<file path="src/rtl/sevenseg_capture.sv">
`default_nettype none
// ============================================================================
// Module      : sevenseg_capture
// Description : Receive side of a multiplexed seven-segment display bus.
//               Samples the active-low segment lines and the one-hot digit
//               select, waits for a stable run of identical samples, then
//               decodes the pattern back to a hex nibble for that digit and
//               flags blank or illegal patterns.
// Revision    : 1.0 - initial release
// ============================================================================
module sevenseg_capture #(
    parameter int NUM_DIGITS    = 4,
    parameter int STABLE_CYCLES = 4
) (
    input  logic                    clock,
    input  logic                    reset,
    input  logic [6:0]              seg_in,
    input  logic [NUM_DIGITS-1:0]   digit_sel,
    output logic [4*NUM_DIGITS-1:0] hex_out,
    output logic [NUM_DIGITS-1:0]   digit_valid,
    output logic [NUM_DIGITS-1:0]   digit_err,
    output logic                    update,
    output logic [2:0]              update_idx
);

    // Run length at which a pattern is considered settled.
    localparam logic [15:0] STABLE_RUN    = 16'(STABLE_CYCLES);
    // All segments dark (active-low bus).
    localparam logic [6:0]  BLANK_PATTERN = 7'h7F;

    // Previous-sample history and run tracking.
    logic [NUM_DIGITS-1:0] prev_sel;
    logic [6:0]            prev_seg;
    logic [15:0]           run;
    logic [15:0]           run_next;

    // Select qualification.
    logic [3:0]            sel_count;
    logic [2:0]            sel_idx;
    logic                  sel_ok;
    logic                  match;
    logic                  commit;

    // Pattern decode results.
    logic [3:0]            dec_value;
    logic                  dec_legal;
    logic                  dec_blank;

    // Count asserted select lines and encode the position of the active one.
    always_comb begin
        sel_count = '0;
        sel_idx   = '0;
        for (int i = 0; i < NUM_DIGITS; i++) begin
            if (digit_sel[i]) begin
                sel_count = sel_count + 4'd1;
                sel_idx   = 3'(i);
            end
        end
        sel_ok = (sel_count == 4'd1);
    end

    // Map the active-low segment pattern back to its hex value.
    always_comb begin
        dec_value = 4'h0;
        dec_legal = 1'b1;
        dec_blank = (seg_in == BLANK_PATTERN);
        case (seg_in)
            7'h40:   dec_value = 4'h0;
            7'h79:   dec_value = 4'h1;
            7'h24:   dec_value = 4'h2;
            7'h30:   dec_value = 4'h3;
            7'h19:   dec_value = 4'h4;
            7'h12:   dec_value = 4'h5;
            7'h02:   dec_value = 4'h6;
            7'h78:   dec_value = 4'h7;
            7'h00:   dec_value = 4'h8;
            7'h10:   dec_value = 4'h9;
            7'h08:   dec_value = 4'hA;
            7'h03:   dec_value = 4'hB;
            7'h46:   dec_value = 4'hC;
            7'h21:   dec_value = 4'hD;
            7'h06:   dec_value = 4'hE;
            7'h0E:   dec_value = 4'hF;
            default: dec_legal = 1'b0;
        endcase
    end

    // Next run length; a commit fires only on the edge the run first reaches
    // the threshold, so a held pattern never re-commits.
    always_comb begin
        match = sel_ok && (digit_sel == prev_sel) && (seg_in == prev_seg)
                && (run != 16'd0);
        if (!sel_ok) begin
            run_next = 16'd0;
        end else if (match) begin
            run_next = (run >= STABLE_RUN) ? STABLE_RUN : run + 16'd1;
        end else begin
            run_next = 16'd1;
        end
        commit = (run_next == STABLE_RUN) && (run != STABLE_RUN);
    end

    // Sample history, run counter and the update pulse.
    always_ff @(posedge clock) begin
        if (reset) begin
            prev_sel   <= '0;
            prev_seg   <= BLANK_PATTERN;
            run        <= 16'd0;
            update     <= 1'b0;
            update_idx <= 3'd0;
        end else begin
            prev_sel <= digit_sel;
            prev_seg <= seg_in;
            run      <= run_next;
            update   <= commit;
            if (commit) begin
                update_idx <= sel_idx;
            end
        end
    end

    // Per-digit result registers; only the selected digit changes on commit.
    // Blank and illegal patterns leave the previous nibble in place.
    always_ff @(posedge clock) begin
        if (reset) begin
            hex_out     <= '0;
            digit_valid <= '0;
            digit_err   <= '0;
        end else if (commit) begin
            for (int k = 0; k < NUM_DIGITS; k++) begin
                if (digit_sel[k]) begin
                    if (dec_legal) begin
                        hex_out[4*k +: 4] <= dec_value;
                        digit_valid[k]    <= 1'b1;
                        digit_err[k]      <= 1'b0;
                    end else begin
                        digit_valid[k]    <= 1'b0;
                        digit_err[k]      <= !dec_blank;
                    end
                end
            end
        end
    end

endmodule
`default_nettype wire

</file>
<file path="config.mk">
export PLATFORM = sky130hd
export DESIGN_NAME = sevenseg_capture
export DESIGN_NICKNAME = d
export VERILOG_FILES = /design/src/rtl/sevenseg_capture.sv
export SDC_FILE = /design/constraint.sdc
export NUM_CORES = 1
export LEC_CHECK = 0
export ABC_AREA = 1
export CORE_MARGIN = 10
export CORE_UTILIZATION = 57
export CTS_BUF_LIST = sky130_fd_sc_hd__clkbuf_16
export CTS_CLUSTER_DIAMETER = 50
export DETAILED_ROUTE_END_ITERATION = 8
export PLACE_DENSITY = 0.8
export SETUP_SLACK_MARGIN = 0.02
export SYNTH_ARGS = -nofsm -noshare
export SYNTH_HDL_FRONTEND = slang
export SYNTH_SLANG_ARGS = --single-unit
</file>
<file path="constraint.sdc">
create_clock -name clock -period 4.4 [get_ports clock]
set_clock_uncertainty 0.05 [all_clocks]
set_input_delay 0.88 -clock clock [delete_from_list [all_inputs] [get_ports clock]]
set_output_delay 0.88 -clock clock [all_outputs]
set_load 0.01 [all_outputs]
</file>
==> results of run 1 <==
==> flip-flops by register name, summed over array words and instances, names as in the netlist <==
signal and flops:
update_idx 2, hex_out 16, prev_sel 4, run 16, prev_seg 7, digit_err 4
digit_valid 4, update 1
==> cells in the final DEF (no fill, tap or decap), drive strengths merged <==
cell,instances
xnor2,5
nand3,22
buf,3
clkinv,1
nor3b,2
nand2,107
ha,5
clkdlybuf4s50,39
o21bai,1
nor4,2
conb,14
nor2,58
dfxtp,54
inv,48
and3,1
clkbuf,5
a21oi,20
nand4,12
nor3,10
o21ai,5
xor2,2
==> report_power, final <==
group,switching [W],internal (W)
logic,0.0000679,0.0000346
clock network,0.000175,0.000212
registers,0.00000489,0.000501
total,0.000248,0.000748
==> cell families after synthesis <==
logic type	synth area share, %
adder cells (fa/ha/maj)	2.46
AO/OA/AOI/OAI	5.22
other	0.148
AND/OR/NAND/NOR	38.4
XOR/XNOR	2.41
buffers and inverters	8.81
flip-flops	42.5
==> worst max-delay path by stage <==
stage | from | end | slack, ns | cells past startpoint
after global routing | digit_sel[1] | hex_out[9] | 0.49 | 16
after detailed placement | digit_sel[1] | hex_out[9] | 0.47 | 15
final | digit_sel[1] | hex_out[9] | 0.77 | 16
after floorplan | digit_sel[0] | hex_out[12] | 1.48 | 15
after global placement | digit_sel[1] | hex_out[0] | 0.63 | 17
after CTS | digit_sel[1] | hex_out[9] | 0.77 | 16
==> final cells by class <==
class,instances,share of cell area (%)
multi-input cells,266,40.6
clock buffers,5,3.96
repair buffers,42,13.1
inverters,46,5.46
clock inverters,3,0.672
flip-flops and latches,54,34.2
well taps,52,2.06
==> per-layer routing <==
metal | wire length, µm | part of all wire [%] | global-route usage [%] | vias up
met5 | 0 | 0 | 0 | -
met4 | 80 | 1.3 | 4.12 | 0
met3 | 446 | 7.4 | 4.97 | 9
met2 | 2960 | 49 | 28.4 | 51
met1 | 2520 | 42 | 18.8 | 1063
li1 | - | - | - | 1225
==> worst register-to-register path, delay by kind of cell (launching register included) <==
family / cells / cell delay (ns)
simple gates: 13 / 1.55
buf+inv: 1 / 0.04
flops: 1 / 0.33
==> metrics by stage <==
| stage | setup slack [ns] | hold slack [ns] | instances |
|---|---|---|---|
| after floorplan | 1.48 | 0.433 | 375 |
| after CTS | 0.771 | 0.414 | 468 |
| after detailed placement | 0.471 | 0.403 | 460 |
| after global routing | 0.493 | 0.431 | 468 |
| final | 0.771 | 0.412 | 468 |
| after global placement | 0.632 | 0.402 | 460 |
==> metrics.csv, run 1 <==
stage;metric;value;unit
placed_design;RD Place Congestion;0.872;
layout;Filler cells;353;
yosys;Synth cell types;28;
timing;worst slew pin tran;0.574;ns
critical_path;crit path DAT;3.81;ns
clock_tree;Reg clk slew, reported paths;0.07;ns
yosys;main area contributors after synthesis;dfxtp_1 43%, nand2_1 16%, nor2_1 8.0%;
critical_path;worst r2r path cells;14;
die;die width;86.8;µm
clock_tree;Post-CTS Setup Inserts;0;
worst_hold_path;Worst Hold Depth;2;
power;Tot Pwr;0.000995;W
clock_tree;CTS Hold Bufs;0;
yosys;flops & latches, synth;54;
yosys;Avg Inst Size Synth;7.02;µm²
clock_tree;CTS tree;built;
critical_path;Critical Path RT;4.58;ns
clock_tree;Clk Latency, worst-skew pair;0.29;ns
drt;DRC Markers;0;
drt;via/cell ratio;5.02;
power;Pleak;1.41;nW
worst_hold_path;Hold EP;hex_out[10];
yosys;Mapped Cells;362;
yosys;warnings from Yosys;0;
critical_path;Worst path max stage delay;0.58;ns
layout;Register Area;1080;µm²
grt;antenna violations before repair;0;
worst_hold_path;HP Class;reg -> reg;
power;IR drop worst, VDD;331;µV
grt;All-Layer GR Usage;16.3;%
layout;Layout Nets;433;
yosys;Synth Cell Area;2540;µm²
die;die height;86.8;µm
clock_tree;CTS Sinks;54;
timing;fin crit period;3.63;ns
yosys;EDFF count, synth;0;
grt;largest net degree at the start of global routing;26;
layout;area of the multi-input gates;1280;µm²
critical_path;worst path cell trace;clkdlybuf4s50_1, inv_2, ha_1, xor2_1, ha_1, nor2_1, nand2_1, nand2_1, nand2_1, nor2_4, nand3_4, nor2_2, nand3_1, nand2_1, nand2_1, nor2_1;
die;I/O pin cnt;41;
critical_path;reg2reg end;hex_out[9];
yosys;top cell type's share of synthesized area;42.5;%
critical_path;R2R Setup Slk;2.36;ns
layout;final instance area;3160;µm²
yosys;Seq/Total Area, Yosys;42.5;%
clock_tree;Longest Clk Path Bufs;2;
clock_tree;Num CTS Buffers;5;
timing;fmax;276;MHz
grt;global route overflow;0;
critical_path;slowest CP cell;clkdlybuf4s50_1;
layout;layout cell share with drive strength beyond 1;7.69;%
layout;area grow syn2layout;24.5;%
drt;Avg WL per Cell;12.8;µm
drt;Antenna Violating Nets Remaining;0;
critical_path;Crit Path Max Fanout;8;
yosys;ys async rst share;0;%
yosys;most numerous cell in the Yosys netlist;nand2_1;
die;die area;7530;µm²
clock_tree;# H-tree levels;2;
clock_tree;Root Buffer;clkbuf_16;
layout;post-layout util;73.1;%
layout;ANT cells;0;
placed_design;Post-DP HPWL;4.67;mm
drt;first-iteration detailed-routing DRC count;143;
placed_design;input/output buffers;39;
timing;RSZ-0062 raised after global routing;no;
critical_path;Critical Path Start Type;primary input;
die;total core area;4320;µm²
drt;WL final;6.00;mm
timing;Final Cycle Share;82.5;%
grt;vias in the first global route;2265;
critical_path;critical path endpoint category;flop;
worst_hold_path;hold path start;hex_out[10];
power;power per cell area;315;nW/µm²
critical_path;Crit Path Class;in -> reg;
timing;Slew Limit Fails;0;
timing;final setup TNS;0;ns
drt;drt pass-1 iters;4;
die;initial core utilization;58.8;%
critical_path;CP most frequent cell;nand2_1;
clock_tree;post-cts sizing count;0;
flow_run;max cap viols;0;
timing;relative slew slack;61.7;%
critical_path;Worst R2R Start;prev_seg[4];
critical_path;family with the most delay on the worst path;simple AND/OR/NAND/NOR gates;
yosys;predominant post-synthesis flop cell;dfxtp_1;
placed_design;Post-DP Area;3020;µm²
status;status;finished clean;
yosys;synth cell count leaders;106 x nand2_1, 54 x dfxtp_1, 54 x nor2_1;
critical_path;Worst Path Buf+Inv;2;
grt;first-pass GRT wire length;10.1;mm
die;# rows;24;
timing;Final Hold Viols;0;
drt;routed vias;2348;
yosys;area leader, netlist;dfxtp_1;
timing;final setup vio count;0;
Note: power is estimated with default switching activity, not from simulation.
==> run 2: changes to the inputs <==
- CORE_UTILIZATION: 57 -> 53
- PLACE_DENSITY: 0.8 -> 0.75
- clock period: 4.4 -> 3.37 ns (I/O delays scaled with it)
==> metrics.csv, run 2 (synthesized netlist as in run 1, its figures left out) <==
stage;metric;value;unit
timing;fmax;316;MHz
layout;Layout Nets;451;
clock_tree;CTS Hold Bufs;0;
critical_path;family with the most delay on the worst path;buffers and inverters;
layout;Finished Layout Cells;488;
layout;area grow syn2layout;31.8;%
clock_tree;Longest Clk Path Bufs;2;
placed_design;dpl cells;480;
worst_hold_path;hold path start;hex_out[7];
grt;first-pass GRT wire length;10.8;mm
die;die height;89.2;µm
power;IR drop worst, VDD;265;µV
drt;via/cell ratio;5.05;
timing;Final Cycle Share;94.0;%
drt;routed vias;2462;
clock_tree;CTS Sinks;54;
placed_design;Post-DP HPWL;4.89;mm
layout;post-layout util;71.4;%
critical_path;worst r2r path cells;15;
worst_hold_path;Hold EP;hex_out[7];
layout;most frequent cells in the layout;105 x nand2_1, 54 x dfxtp_1, 53 x nor2_1, 39 x inv_1, 39 x clkdlybuf4s50_1;
timing;Slew Limit Fails;0;
placed_design;input/output buffers;39;
grt;largest net degree at the start of global routing;25;
die;die width;89.2;µm
timing;relative slew slack;63.5;%
timing;final setup vio count;0;
critical_path;worst path cell trace;clkdlybuf4s50_1, buf_4, ha_1, o21ai_1, inv_1, ha_1, nor2_1, nand2_1, nand2_1, nand2_2, inv_1, nand2_1, nand2_4, buf_4, nor3_2, buf_4, nand2_1, nand2_1, nor2_1;
layout;biggest regs;hex_out x16, run x16, prev_seg x7;
placed_design;Setup Slack @ Placement;-0.138;ns
timing;fin crit period;3.17;ns
drt;drt pass-1 iters;4;
clock_tree;Clk Latency, worst-skew pair;0.29;ns
critical_path;Worst path max stage delay;0.44;ns
layout;layout cell share with drive strength beyond 1;12.7;%
critical_path;Worst Path Buf+Inv;6;
drt;Antenna Violating Nets Remaining;0;
timing;WHS;0.411;ns
critical_path;Crit Path Max Fanout;6;
drt;first-iteration detailed-routing DRC count;135;
drt;DRC Markers;0;
timing;final setup TNS;0;ns
grt;All-Layer GR Usage;17.2;%
drt;Avg WL per Cell;13.1;µm
worst_hold_path;Worst Hold Depth;2;
layout;ANT cells;0;
grt;vias in the first global route;2453;
clock_tree;Num CTS Buffers;5;
critical_path;Worst R2R Start;prev_seg[6];
critical_path;R2R Setup Slk;1.39;ns
drt;WL final;6.39;mm
layout;commonest non-fill, non-tap cell in the layout;nand2_1;
grt;antenna violations before repair;0;
die;total core area;4690;µm²
critical_path;Critical Path Start Type;primary input;
clock_tree;Reg clk slew, reported paths;0.07;ns
worst_hold_path;HP Class;reg -> reg;
placed_design;RD Place Congestion;0.870;
grt;global route overflow;0;
critical_path;reg2reg end;digit_err[1];
critical_path;CP most frequent cell;nand2_1;
timing;worst slew pin tran;0.548;ns
critical_path;critical path startpoint;digit_sel[0];
critical_path;Crit Path Class;in -> reg;
die;# rows;25;
die;I/O pin cnt;41;
clock_tree;Root Buffer;clkbuf_16;
timing;setup slack after layout;0.202;ns
critical_path;slowest CP cell;clkdlybuf4s50_1;
power;Pleak;1.50;nW
critical_path;Critical Path RT;3.51;ns
flow_run;max cap viols;0;
critical_path;crit path DAT;3.31;ns
timing;Final Hold Viols;0;
critical_path;critical path endpoint category;flop;
clock_tree;CTS tree;built;
status;status;finished clean;
die;die area;7960;µm²
die;initial core utilization;54.2;%
clock_tree;# H-tree levels;2;
power;power per cell area;394;nW/µm²
-- run 2: stage by stage --
step | cell area [µm²] | power (W)
finish | 3350 | 0.00132
CTS | 3310 | 0.00132
global route | 3350 | 0.00137
floorplan | 2590 | 0.000765
global placement | 3170 | 0.000825
detailed placement | 3170 | 0.000828
-- run 2: how the worst max path moves through the flow --
| stage | endpoint | slack [ns] | depth (start not counted) |
|---|---|---|---|
| 3_5_place_dp | digit_err[3] | -0.14 | 18 |
| 2_1_floorplan | hex_out[12] | 0.65 | 15 |
| 4_1_cts | digit_err[3] | 0.08 | 18 |
| 5_1_grt | digit_err[1] | -0.006 | 19 |
| 6_report | digit_err[1] | 0.20 | 19 |
| 3_3_place_gp | digit_err[3] | -0.04 | 18 |
-- run 2: layout make-up --
| cell class | instances | area [µm²] |
|---|---|---|
| flip-flops and latches | 54 | 1080 |
| repair buffers | 60 | 561 |
| clock inverters | 3 | 16.3 |
| well taps | 54 | 67.6 |
| clock buffers | 5 | 125 |
| fillers | 402 | 1340 |
| multi-input cells | 266 | 1330 |
| inverters | 46 | 173 |
-- run 2: where the power goes --
group	switching, W	total, W	internal, W
sequential	0.00000631	0.000661	0.000654
clock	0.000223	0.000495	0.000272
combinational	0.0000981	0.000163	0.0000646
total	0.000328	0.00132	0.000991
-- run 2: layer usage --
layer	GRT usage [%]	up-vias	share of wire [%]	routed length (µm)
li1	-	1261	-	-
met1	19.9	1127	42	2700
met2	29.1	64	48	3050
met3	5.29	10	8.2	523
met4	6.07	0	1.9	121
met5	0	-	0	0
-- run 2: what timing repair did --
action / in CTS / in global routing
gates resized for setup: 0 / 8
setup endpoints to repair: 0 / 25
setup buffers: 0 / 0
-- run 2: worst min-delay path, cell delays in order, from the launching register on --
cell     delay [ns]
dfxtp_1        0.31
nand2_1        0.06
a21oi_1        0.05
==> run 3: changes to the inputs <==
- PLACE_DENSITY: 0.75 -> 0.87
- SETUP_SLACK_MARGIN: 0.02 -> 0.4
==> metrics.csv, run 3 (synthesized netlist as in run 1, its figures left out) <==
stage;metric;value;unit
timing;relative slew slack;62.7;%
critical_path;reg2reg end;digit_err[0];
critical_path;crit path DAT;2.92;ns
clock_tree;CTS tree;built;
clock_tree;Post-CTS Setup Inserts;0;
timing;final setup TNS;0;ns
die;die width;89.2;µm
drt;DRC Markers;0;
critical_path;Crit Path Class;in -> reg;
clock_tree;CTS Sinks;54;
timing;fmax;359;MHz
layout;most frequent cells in the layout;104 x nand2_1, 54 x dfxtp_1, 53 x nor2_1, 39 x inv_1, 35 x clkdlybuf4s50_1;
drt;first-iteration detailed-routing DRC count;169;
timing;Final Cycle Share;82.7;%
worst_hold_path;Hold EP;hex_out[7];
timing;RSZ-0062 raised after global routing;no;
drt;drt pass-1 iters;4;
placed_design;input/output buffers;39;
grt;vias in the first global route;2496;
die;total core area;4690;µm²
die;# rows;25;
critical_path;Critical Path RT;3.51;ns
layout;ANT cells;0;
critical_path;Critical Path Start Type;primary input;
grt;All-Layer GR Usage;18.0;%
grt;antenna violations before repair;0;
timing;Final Hold Viols;0;
layout;Filler cells;349;
die;die height;89.2;µm
clock_tree;CTS Hold Bufs;0;
clock_tree;# H-tree levels;2;
timing;setup slack after layout;0.582;ns
timing;fin crit period;2.79;ns
clock_tree;Clk Latency, worst-skew pair;0.28;ns
die;I/O pin cnt;41;
status;status;finished clean;
power;power per cell area;393;nW/µm²
critical_path;critical path endpoint category;flop;
layout;area of the multi-input gates;1350;µm²
worst_hold_path;Worst Hold Depth;2;
worst_hold_path;HP Class;reg -> reg;
timing;Slew Limit Fails;0;
grt;first-pass GRT wire length;11.4;mm
clock_tree;Reg clk slew, reported paths;0.07;ns
layout;biggest regs;hex_out x16, run x16, prev_seg x7;
drt;routed vias;2480;
flow_run;max cap viols;0;
die;initial core utilization;54.2;%
layout;area grow syn2layout;32.5;%
timing;final setup vio count;0;
timing;worst slew pin tran;0.560;ns
critical_path;worst r2r path cells;15;
critical_path;R2R Setup Slk;1.31;ns
grt;global route overflow;0;
placed_design;Setup Slack @ Placement;-0.106;ns
layout;layout cell share with drive strength beyond 1;13.3;%
drt;via/cell ratio;5.12;
critical_path;Worst R2R Start;prev_sel[2];
layout;Layout Nets;448;
placed_design;Post-DP HPWL;4.76;mm
worst_hold_path;hold path start;hex_out[7];
layout;commonest non-fill, non-tap cell in the layout;nand2_1;
layout;Register Area;1080;µm²
drt;Antenna Violating Nets Remaining;0;
clock_tree;Longest Clk Path Bufs;2;
drt;Avg WL per Cell;14.0;µm
clock_tree;Root Buffer;clkbuf_16;
power;IR drop worst, VDD;312;µV
die;die area;7960;µm²
placed_design;RD Place Congestion;0.947;
drt;WL final;6.78;mm
power;Pleak;1.51;nW
critical_path;Crit Path Max Fanout;8;
clock_tree;Num CTS Buffers;5;
grt;largest net degree at the start of global routing;26;
==> run 3: cell count changes in the layout (fill, tap and decap cells not counted), sizes merged <==
cell and change:
clkinv -2, buf -3, clkbuf +2, clkdlybuf4s50 -4
clkinvlp +1, dlymetal6s2s +2
==> run 3: critical path, cell delays in order <==
cell and delay, ns:
clkdlybuf4s50_1 0.65, inv_2 0.09, nand2_1 0.07, nand2_1 0.07, nor2_1 0.09, nand2_1 0.07, nor2_2 0.16, nand3_2 0.13
nor2_4 0.14, nand3_4 0.10, buf_12 0.15, nor3_4 0.21, buf_6 0.14, nand2_1 0.05, nand2_1 0.08, nor2_1 0.04
==> run 3: how the worst max path moves through the flow <==
stage / from / endpoint / slack, ns / depth (start not counted)
floorplan: digit_sel[0] / hex_out[12] / 0.65 / 15
CTS: digit_sel[0] / digit_err[0] / 0.47 / 19
global placement: digit_sel[1] / hex_out[12] / -0.05 / 17
detailed placement: digit_sel[1] / digit_err[1] / -0.11 / 18
finish: seg_in[2] / digit_err[0] / 0.58 / 16
global route: digit_sel[0] / digit_err[0] / 0.43 / 18
==> run 3: routing by layer <==
| layer | up-vias | GRT usage [%] | wire length (µm) |
|---|---|---|---|
| li1 | 1257 | - | - |
| met1 | 1126 | 20.5 | 2630 |
| met2 | 83 | 31.3 | 3430 |
| met3 | 14 | 5.10 | 572 |
| met4 | 0 | 6.50 | 138 |
| met5 | - | 0 | 0 |
==> run 3: timing repair <==
item	CTS	global route
setup endpoints to repair	26	26
pin swaps	1	7
resized for setup	9	14
==> run 3: final cells by class <==
class                      instances  share of cell area, %
clock buffer                       5                   3.72
clock inverter                     2                  0.446
inverter                          46                   5.13
multi-input combinational        266                   40.2
sequential                        54                   32.1
tap                               54                   2.01
timing repair buffer              57                   16.4
==> run 3: power by group <==
part           switching [W]  total, W  internal (W)
logic               0.000104  0.000168     0.0000639
clock network       0.000222  0.000493      0.000271
registers         0.00000623  0.000661      0.000654
total               0.000332   0.00132      0.000990
==> run 3: per-stage QoR <==
step	util (%)	power, W	hold WS [ns]	cells	area, µm²
3_5_place_dp	67.3	0.000827	0.404	477	3160
4_1_cts	70.8	0.00132	0.414	484	3320
3_3_place_gp	67.3	0.000822	0.400	477	3160
6_report	71.8	0.00132	0.410	484	3370
2_1_floorplan	-	0.000765	0.433	375	2590
5_1_grt	71.8	0.00138	0.435	484	3370
